$ cat src/rtl/rv_lsu.sv
// rv_lsu: load/store unit between the core datapath and a handshaked dmem.
// Lane steering, sign/zero extension and optional two-beat misaligned split.
module rv_lsu #(
  parameter int XLEN           = 32,
  parameter int MISALIGN_SPLIT = 1
) (
  input  logic              clk,
  input  logic              reset,
  input  logic              lsu_req,
  input  logic              lsu_we,
  input  logic [2:0]        lsu_mode,
  input  logic [XLEN-1:0]   lsu_addr,
  input  logic [XLEN-1:0]   lsu_wdata,
  output logic              lsu_stall,
  output logic              lsu_done,
  output logic [XLEN-1:0]   lsu_rdata,
  output logic              lsu_fault,
  output logic              mem_req,
  output logic              mem_we,
  output logic [XLEN-1:0]   mem_addr,
  output logic [XLEN/8-1:0] mem_wstrb,
  output logic [XLEN-1:0]   mem_wdata,
  input  logic              mem_ready,
  input  logic              mem_rvalid,
  input  logic [XLEN-1:0]   mem_rdata
);
  localparam int BYTES = XLEN / 8;
  localparam int OW    = $clog2(BYTES);
  localparam logic [4:0] NB = 5'(BYTES);

  typedef enum logic [2:0] {
    IDLE, REQ0, RSP0, REQ1, RSP1, DONE
  } state_e;

  state_e            state_q, state_d;
  logic              we_q, we_d;
  logic [2:0]        mode_q, mode_d;
  logic [XLEN-1:0]   addr_q, addr_d;
  logic [XLEN-1:0]   wdata_q, wdata_d;
  logic [XLEN-1:0]   res_q, res_d;
  logic              fault_q, fault_d;

  logic [4:0]        in_off, off, sz, span;
  logic              split, sgn;
  logic [BYTES-1:0]  smask;
  logic [2*BYTES-1:0] strb_w;
  logic [2*XLEN-1:0] wd_w;
  logic [XLEN-1:0]   base;

  function automatic logic [4:0] size_of(input logic [1:0] m);
    return 5'd1 << m;
  endfunction

  function automatic logic illegal(input logic [2:0] m);
    return (m == 3'b111) ||
           ((XLEN == 32) && (m == 3'b011 || m == 3'b110));
  endfunction

  assign lsu_stall = lsu_req & ~lsu_done;

  // Geometry of the captured access: both beats' lanes in one wide shift
  always_comb begin
    in_off = 5'(lsu_addr[OW-1:0]);
    off    = 5'(addr_q[OW-1:0]);
    sz     = size_of(mode_q[1:0]);
    span   = off + sz;
    split  = span > NB;
    for (int i = 0; i < BYTES; i++) begin
      smask[i] = 5'(i) < sz;
    end
    strb_w = {{BYTES{1'b0}}, smask} << off;
    wd_w   = {{XLEN{1'b0}}, wdata_q} << {off, 3'b000};
    base   = {addr_q[XLEN-1:OW], {OW{1'b0}}};
  end

  // Next state, capture updates and all outputs
  always_comb begin
    state_d   = state_q;
    we_d      = we_q;
    mode_d    = mode_q;
    addr_d    = addr_q;
    wdata_d   = wdata_q;
    res_d     = res_q;
    fault_d   = fault_q;
    lsu_done  = 1'b0;
    lsu_rdata = '0;
    lsu_fault = 1'b0;
    mem_req   = 1'b0;
    mem_we    = 1'b0;
    mem_addr  = '0;
    mem_wstrb = '0;
    mem_wdata = '0;
    sgn       = 1'b0;
    unique case (state_q)
      IDLE: begin
        if (lsu_req) begin
          we_d    = lsu_we;
          mode_d  = lsu_mode;
          addr_d  = lsu_addr;
          wdata_d = lsu_wdata;
          res_d   = '0;
          fault_d = illegal(lsu_mode) ||
                    ((MISALIGN_SPLIT == 0) &&
                     ((in_off + size_of(lsu_mode[1:0])) > NB));
          state_d = fault_d ? DONE : REQ0;
        end
      end
      REQ0: begin
        mem_req  = 1'b1;
        mem_we   = we_q;
        mem_addr = base;
        if (we_q) begin
          mem_wstrb = strb_w[BYTES-1:0];
          mem_wdata = wd_w[XLEN-1:0];
        end
        if (mem_ready) begin
          state_d = !we_q ? RSP0 : (split ? REQ1 : DONE);
        end
      end
      RSP0: begin
        if (mem_rvalid) begin
          res_d   = mem_rdata >> {off, 3'b000};
          state_d = split ? REQ1 : DONE;
        end
      end
      REQ1: begin
        mem_req  = 1'b1;
        mem_we   = we_q;
        mem_addr = base + XLEN'(BYTES);
        if (we_q) begin
          mem_wstrb = strb_w[2*BYTES-1:BYTES];
          mem_wdata = wd_w[2*XLEN-1:XLEN];
        end
        if (mem_ready) begin
          state_d = we_q ? DONE : RSP1;
        end
      end
      RSP1: begin
        if (mem_rvalid) begin
          res_d   = res_q | (mem_rdata << {NB - off, 3'b000});
          state_d = DONE;
        end
      end
      DONE: begin
        lsu_done  = 1'b1;
        lsu_fault = fault_q;
        unique case (mode_q[1:0])
          2'b00:   sgn = res_q[7];
          2'b01:   sgn = res_q[15];
          2'b10:   sgn = res_q[31];
          default: sgn = res_q[XLEN-1];
        endcase
        sgn = sgn & ~mode_q[2];
        if (!we_q && !fault_q) begin
          for (int i = 0; i < XLEN; i++) begin
            lsu_rdata[i] = (i < 8 * int'(sz)) ? res_q[i] : sgn;
          end
        end
        state_d = IDLE;
      end
      default: state_d = IDLE;
    endcase
  end

  // State and capture registers
  always_ff @(posedge clk) begin
    if (reset) begin
      state_q <= IDLE;
      we_q    <= 1'b0;
      mode_q  <= '0;
      addr_q  <= '0;
      wdata_q <= '0;
      res_q   <= '0;
      fault_q <= 1'b0;
    end else begin
      state_q <= state_d;
      we_q    <= we_d;
      mode_q  <= mode_d;
      addr_q  <= addr_d;
      wdata_q <= wdata_d;
      res_q   <= res_d;
      fault_q <= fault_d;
    end
  end

endmodule

$ cat config.mk
export PLATFORM = sky130hd
export DESIGN_NAME = rv_lsu
export DESIGN_NICKNAME = d
export VERILOG_FILES = /design/src/rtl/rv_lsu.sv
export SDC_FILE = /design/constraint.sdc
export NUM_CORES = 1
export LEC_CHECK = 0
export CORE_MARGIN = 2
export CORE_UTILIZATION = 44
export DETAILED_ROUTE_END_ITERATION = 16
export GPL_TIMING_DRIVEN = 0
export PLACE_DENSITY = 0.78
export SKIP_LAST_GASP = 1
export SYNTH_ARGS = -nofsm -noshare
export SYNTH_HDL_FRONTEND = slang
export SYNTH_SLANG_ARGS = --single-unit
$ cat constraint.sdc
create_clock -name clk -period 2.7 [get_ports clk]
set_clock_uncertainty 0.1 [all_clocks]
set_input_delay 0.54 -clock clk [delete_from_list [all_inputs] [get_ports clk]]
set_output_delay 0.54 -clock clk [all_outputs]
set_load 0.01 [all_outputs]
# After elaboration in Yosys (flattened, before gate mapping)
# Index checks and enable logic that the tools add are counted.
op_classes:
  muxes: 61
  eq_ne: 14
  shift: 5
  bitwise: 5
  order_cmp: 37
  n_reduce_logical: 12
  n_addsub: 3
ops:
  columns: ["cell", "n"]
  rows:
  - ["$mux W32", 7]
  - ["$lt A5 B8 Y1 const A", 16]
  - ["$pmux W32 S2", 2]
  - ["$pmux W32 S3", 1]
  - ["$lt A4 B8 Y1 const A", 8]
  - ["$shl A32 B5 Y64", 1]
  - ["$mux W1", 38]
  - ["$add A32 B3 Y32 const B", 1]
  - ["$lt A3 B8 Y1 const A", 4]
  - ["$or A32 B32 Y32", 1]
  - ["$shl A32 B8 Y32", 1]
  - ["$shr A32 B5 Y32", 1]
  - ["$mux W3", 8]
  - ["$lt A1 B8 Y1 const A", 2]
  - ["$lt A2 B8 Y1 const A", 2]
  - ["$pmux W3 S5", 1]
  - ["$eq A3 B3 Y1 const B", 4]
  - ["$lt A1 B5 Y1 const A", 2]
  - ["$lt A2 B5 Y1 const A", 2]
  - ["$ne A2 B2 Y1 const B", 5]
  - ["$eq A3 B2 Y1 const B", 3]
  - ["$mux W4", 2]
  - ["$pmux W4 S2", 1]
  - ["$shl A4 B2 Y8", 1]
  - ["other kinds (19)", 23]
word_totals:
  ff_bits: 104
  wordCells: 144

# Longest topological paths before layout
logic_depth:
  word_depth: 7
  depth_mapped: 11
  depth_no_buf: 7

# Worst setup path before layout
# OpenSTA, ideal clock, no wires.
synth_timing:
  path_kind: "register to register"
  startpoint: "reg addr_q[1]"
  endpoint: "reg res_q[16]"
  setup_slack_ns: -0.089
  t_required_ns: 2.528
  t_arrival_ns: 2.617
  setup_ns: 0.072
  n_path_buf: 5
  path_stages_with_launch: 12
  path_cell_list: "dfxtp_1 -> buf_2 -> buf_2 -> inv_1 -> buf_1 -> ha_1 -> or2_2 -> clkbuf_1 -> clkbuf_1 -> o32ai_1 -> a21oi_1 -> o2bb2ai_1"
synth_between:
  elab_chain_cells: 5
  elab_cells_between_ends: 7
synth_rtl:
  columns: ["item", "line", "rtl"]
  rows:
  - ["from (decl)", "38", "logic [XLEN-1:0] addr_q, addr_d;"]
  - ["from (signal assigned)", "179", "addr_q <= addr_d;"]
  - ["$sub A3 B2 Y4", "140", "res_d = res_q | (mem_rdata << {NB - off, 3'b000});"]
  - ["$shl A32 B8 Y32", "140", null]
  - ["$or A32 B32 Y32", "140", null]
  - ["$mux W32", "139", "if (mem_rvalid) begin"]
  - ["$pmux W32 S3 (*)", "94", "unique case (state_q)"]
  - ["to (signal assigned)", "181", "res_q <= res_d;"]
  - ["to (decl)", "40", "logic [XLEN-1:0] res_q, res_d;"]
# Mark *: on every way between the ends. The rest lies on a longest branch, timed or not. The select of a mux whose other input is x is not followed.
# A chain may end at the register's enable or synchronous reset.

# Final worst setup path
layout_timing:
  startpoint: "reg addr_q[13]"
  endpoint: "out mem_addr[23]"
layout_between:
  elab_chain_cells: 2
layout_rtl:
  columns: ["item", "line", "rtl"]
  rows:
  - ["$add A32 B3 Y32", "129", "mem_addr = base + XLEN'(BYTES);"]
  - ["$pmux W32 S2", "94", null]
  - ["to (decl)", "20", "output logic [XLEN-1:0] mem_addr,"]
# No other way between the ends.

==> results.txt <==
The die covers 17200 um2. TritonCTS built the clock tree. After synthesis the netlist holds a flip-flop and latch count of 104. For the finished layout, the period the worst path requires is 2.86 ns. The run gives 30900 um as the final routed wirelength across all metal layers. For the worst setup path, the data required time is 2.06 ns. For the final hold violation count, the log shows 0. For this run, the top clock speed supported by timing is 349 MHz. The flow ran to the end, but the final reports show violations.

For the hold buffer count at cts, the log shows 0. Clock tree buffer depth: 2. The endpoint type of the worst setup path was an output pin. The routed via count divided by cell count was 6.13. The worst setup path is of the reg -> out kind. The dominant synthesized flop cell is dfxtp_1. The area growth from synthesis to layout was 53.1%.

The cell accounting for the most synthesized area was dfxtp_1. The worst path setup slack after routing is -0.164 ns, and the instance area at placement is 9440 um2. For the final design instance area without fill, the log shows 10900 um2. Top cell type's share of synthesized area: 0.293. The via count is 9103.

At the end of routability-driven placement, the weighted congestion stood at 1.05. The detailed router finished its first iteration with 1032 violations. The proportion of synthesized flip-flops having asynchronous set or reset works out to 0.

The number of synthesized flops with an enable pin is 0. The checks that failed: setup timing. Synthesis instantiated 62 different standard cells from the library. 0 antenna diodes ended up in the layout. For the post-detailed-route DRC marker count, the log shows 0.

The total routing resource utilization after global routing is 0.331, and the power density relative to cell area is 534 nW/um2. The first global-routing pass estimated 43900 um of wire. In this run the static leakage power is 0.00427 uW.

Across the run, the number of max-cap violations was 0. The tools report the register-to-register setup slack as 0.05 ns. For this run, the number of Yosys warnings is 0.

The logs give 1484 for the final standard cell count with taps included and fillers excluded and 0.541 for the worst max-slew margin expressed relative to the limit. In this run, placement finished with an instance count of 1392. After the last flow step, the layout net total stands at 1374. The initial antenna violation count is 0, and the residual antenna-violating net count after detailed routing is 0.

The largest fanout of any net on the critical path was 4; the initial core utilization was 0.448. Counting the buffers created by CTS gives 9. The tree built by TritonCTS fans out to 104 sinks.

The floorplan has 46 rows. The per-instance average area after synthesis is 7.32 um2, and the fraction of the yosys area taken by sequential cells is 0.293. The cell with the most instances after synthesis was nand2_1.

The die outline height is 131 um, and the final cycle utilization of the critical path is 1.06. The run gives 2.22 ns as the worst endpoint data arrival time. For the H-tree depth, the log shows 3. The peak ir drop on the vdd network came out at 0.402 mV. The slew of the pin with the lowest slew margin is 0.685 ns. The die is 131 um wide. In the final routed layout, each cell accounts on average for 20.8 um. The cell sitting at the root of the clock tree is a clkbuf_16. The later pin in the worst-skew pair is clocked with a latency of 0.37 ns.

The area inside the core boundary is 15800 um2. Fraction of layout instances using a drive strength above 1: 0.238. The synthesized cell area was 7100 um2. Class of the worst hold path: reg -> reg. Setup violations remaining at the end of the flow were counted as 21.

Setup repair after global routing could not meet its margin everywhere. After clock tree synthesis, the clock-pin slew on the worst setup and hold paths is 0.08 ns. In the final timing run, aggregate negative setup slack is -1.60 ns. By area the synthesized netlist is led by dfxtp_1 29%, mux2i_1 12%, nand2_1 11%, a21oi_1 9.4%, o2bb2ai_1 3.9%.

Synthesis produced a netlist whose cell count is 969. The run gives 8179 as the number of global-route vias before repair. Final-report max-slew violation count: 0. 210 I/O pins were placed. For the overall overflow remaining after global route, the log shows 0. The worst setup path is launched from a flop.

Counting instances in the post-synthesis netlist gives the leading cell types as 209 x nand2_1, 133 x a21oi_1, 104 x dfxtp_1. The number of I/O port buffers is 206, and the number of iterations in the first detailed-routing pass is 7. Entering global routing, the biggest net connects 20 pins.

After legalization and detailed placement, the total HPWL measured 20100 um.
registers in the layout, indices dropped and copies added, names as in the netlist:
name,cells
addr_q,32
res_q,32
wdata_q,32
mode_q,3
state_q,3
fault_q,1
we_q,1
power by group:
| group | total, uW | leakage, uW | switching [uW] | internal (uW) |
|---|---|---|---|---|
| logic | 2470 | 0.00326 | 1450 | 1020 |
| registers | 2020 | 0.000865 | 266 | 1750 |
| clock network | 1310 | 0.000139 | 671 | 643 |
| total | 5800 | 0.00427 | 2390 | 3410 |
final cells by class:
cell class                      instances  area (um2)
Buffer                                 75         572
Multi-Input combinational cell        755        5010
Tap cell                              216         270
Inverter                               30         116
Sequential cell                       104        2160
Clock inverter                          6        51.3
Clock buffer                           10         229
Fill cell                            1280        4960
Timing Repair Buffer                  288        2460
kinds of logic (layout without fill, tap and decap cells):
logic type | count (synthesis) | in the layout | synth area share
adders and majority gates | 6 | 6 | 0.0116
AOI/OAI and AO/OA | 301 | 301 | 0.271
xor gates and xnor gates | 10 | 10 | 0.0123
muxes | 83 | 83 | 0.117
and+or+nand+nor | 353 | 353 | 0.231
other | 1 | 2 | 0.000528
DFF | 104 | 104 | 0.293
buffers and inverters | 111 | 409 | 0.0635
critical path, stage by stage (launching register included):
cell     delay (ns)
dfxtp_2        0.37
nand4_4        0.15
or4_4          0.58
buf_6          0.14
or3_1          0.35
a21oi_2        0.12
buf_2          0.14
placed cells by master (no fill, tap or decap), drive strengths merged, types with 8 or more instances in the layout:
cell | synthesis | final
a21oi | 133 | 133
a22oi | 11 | 11
a311oi | 8 | 8
a32oi | 8 | 8
and2 | 13 | 13
and3 | 13 | 13
buf | 28 | 143
clkbuf | 53 | 81
clkdlybuf4s50 | 0 | 108
dfxtp | 104 | 104
dlygate4sd2 | 0 | 35
inv | 29 | 31
mux2i | 83 | 83
nand2 | 209 | 209
nand2b | 8 | 8
nand3 | 10 | 10
nand4 | 13 | 13
nor2 | 38 | 38
nor3 | 13 | 13
o21a | 9 | 9
o21ai | 30 | 30
o21bai | 9 | 9
o22ai | 18 | 18
o2bb2ai | 32 | 32
o32ai | 8 | 8
final timing paths:
| check | cells past startpoint | end | from |
|---|---|---|---|
| worst min register to register | 1 | res_q[6] | res_q[6] |
| worst min-delay path | 1 | res_q[6] | res_q[6] |
| worst max-delay path | 6 | mem_addr[23] | addr_q[13] |
| worst max register to register | 7 | state_q[1] | mode_q[1] |
timing repair:
item / in CTS / in global routing
gates resized for setup: 364 / 139
setup buffers: 60 / 23
pin swaps: 25 / 19
endpoints found under the setup margin: 132 / 96
cloned: 0 / 1
stage by stage:
stage	utilization	setup WS, ns	hold WS (ns)	total power, uW
2_1_floorplan	-	0.0262	0.324	3240
3_3_place_gp	0.596	-1.13	0.342	3960
3_5_place_dp	0.596	-1.17	0.346	4010
4_1_cts	0.667	-0.147	0.364	5530
5_1_grt	0.687	-0.204	0.384	6030
6_report	0.687	-0.164	0.361	5800
per-layer routing:
layer	global-route usage	up-vias	share of wire
met5	0	-	0
met4	0.116	0	0.040
met3	0.0745	124	0.11
met2	0.528	640	0.46
met1	0.440	4273	0.39
li1	-	4066	-
Note: power is estimated with default switching activity, not from simulation.
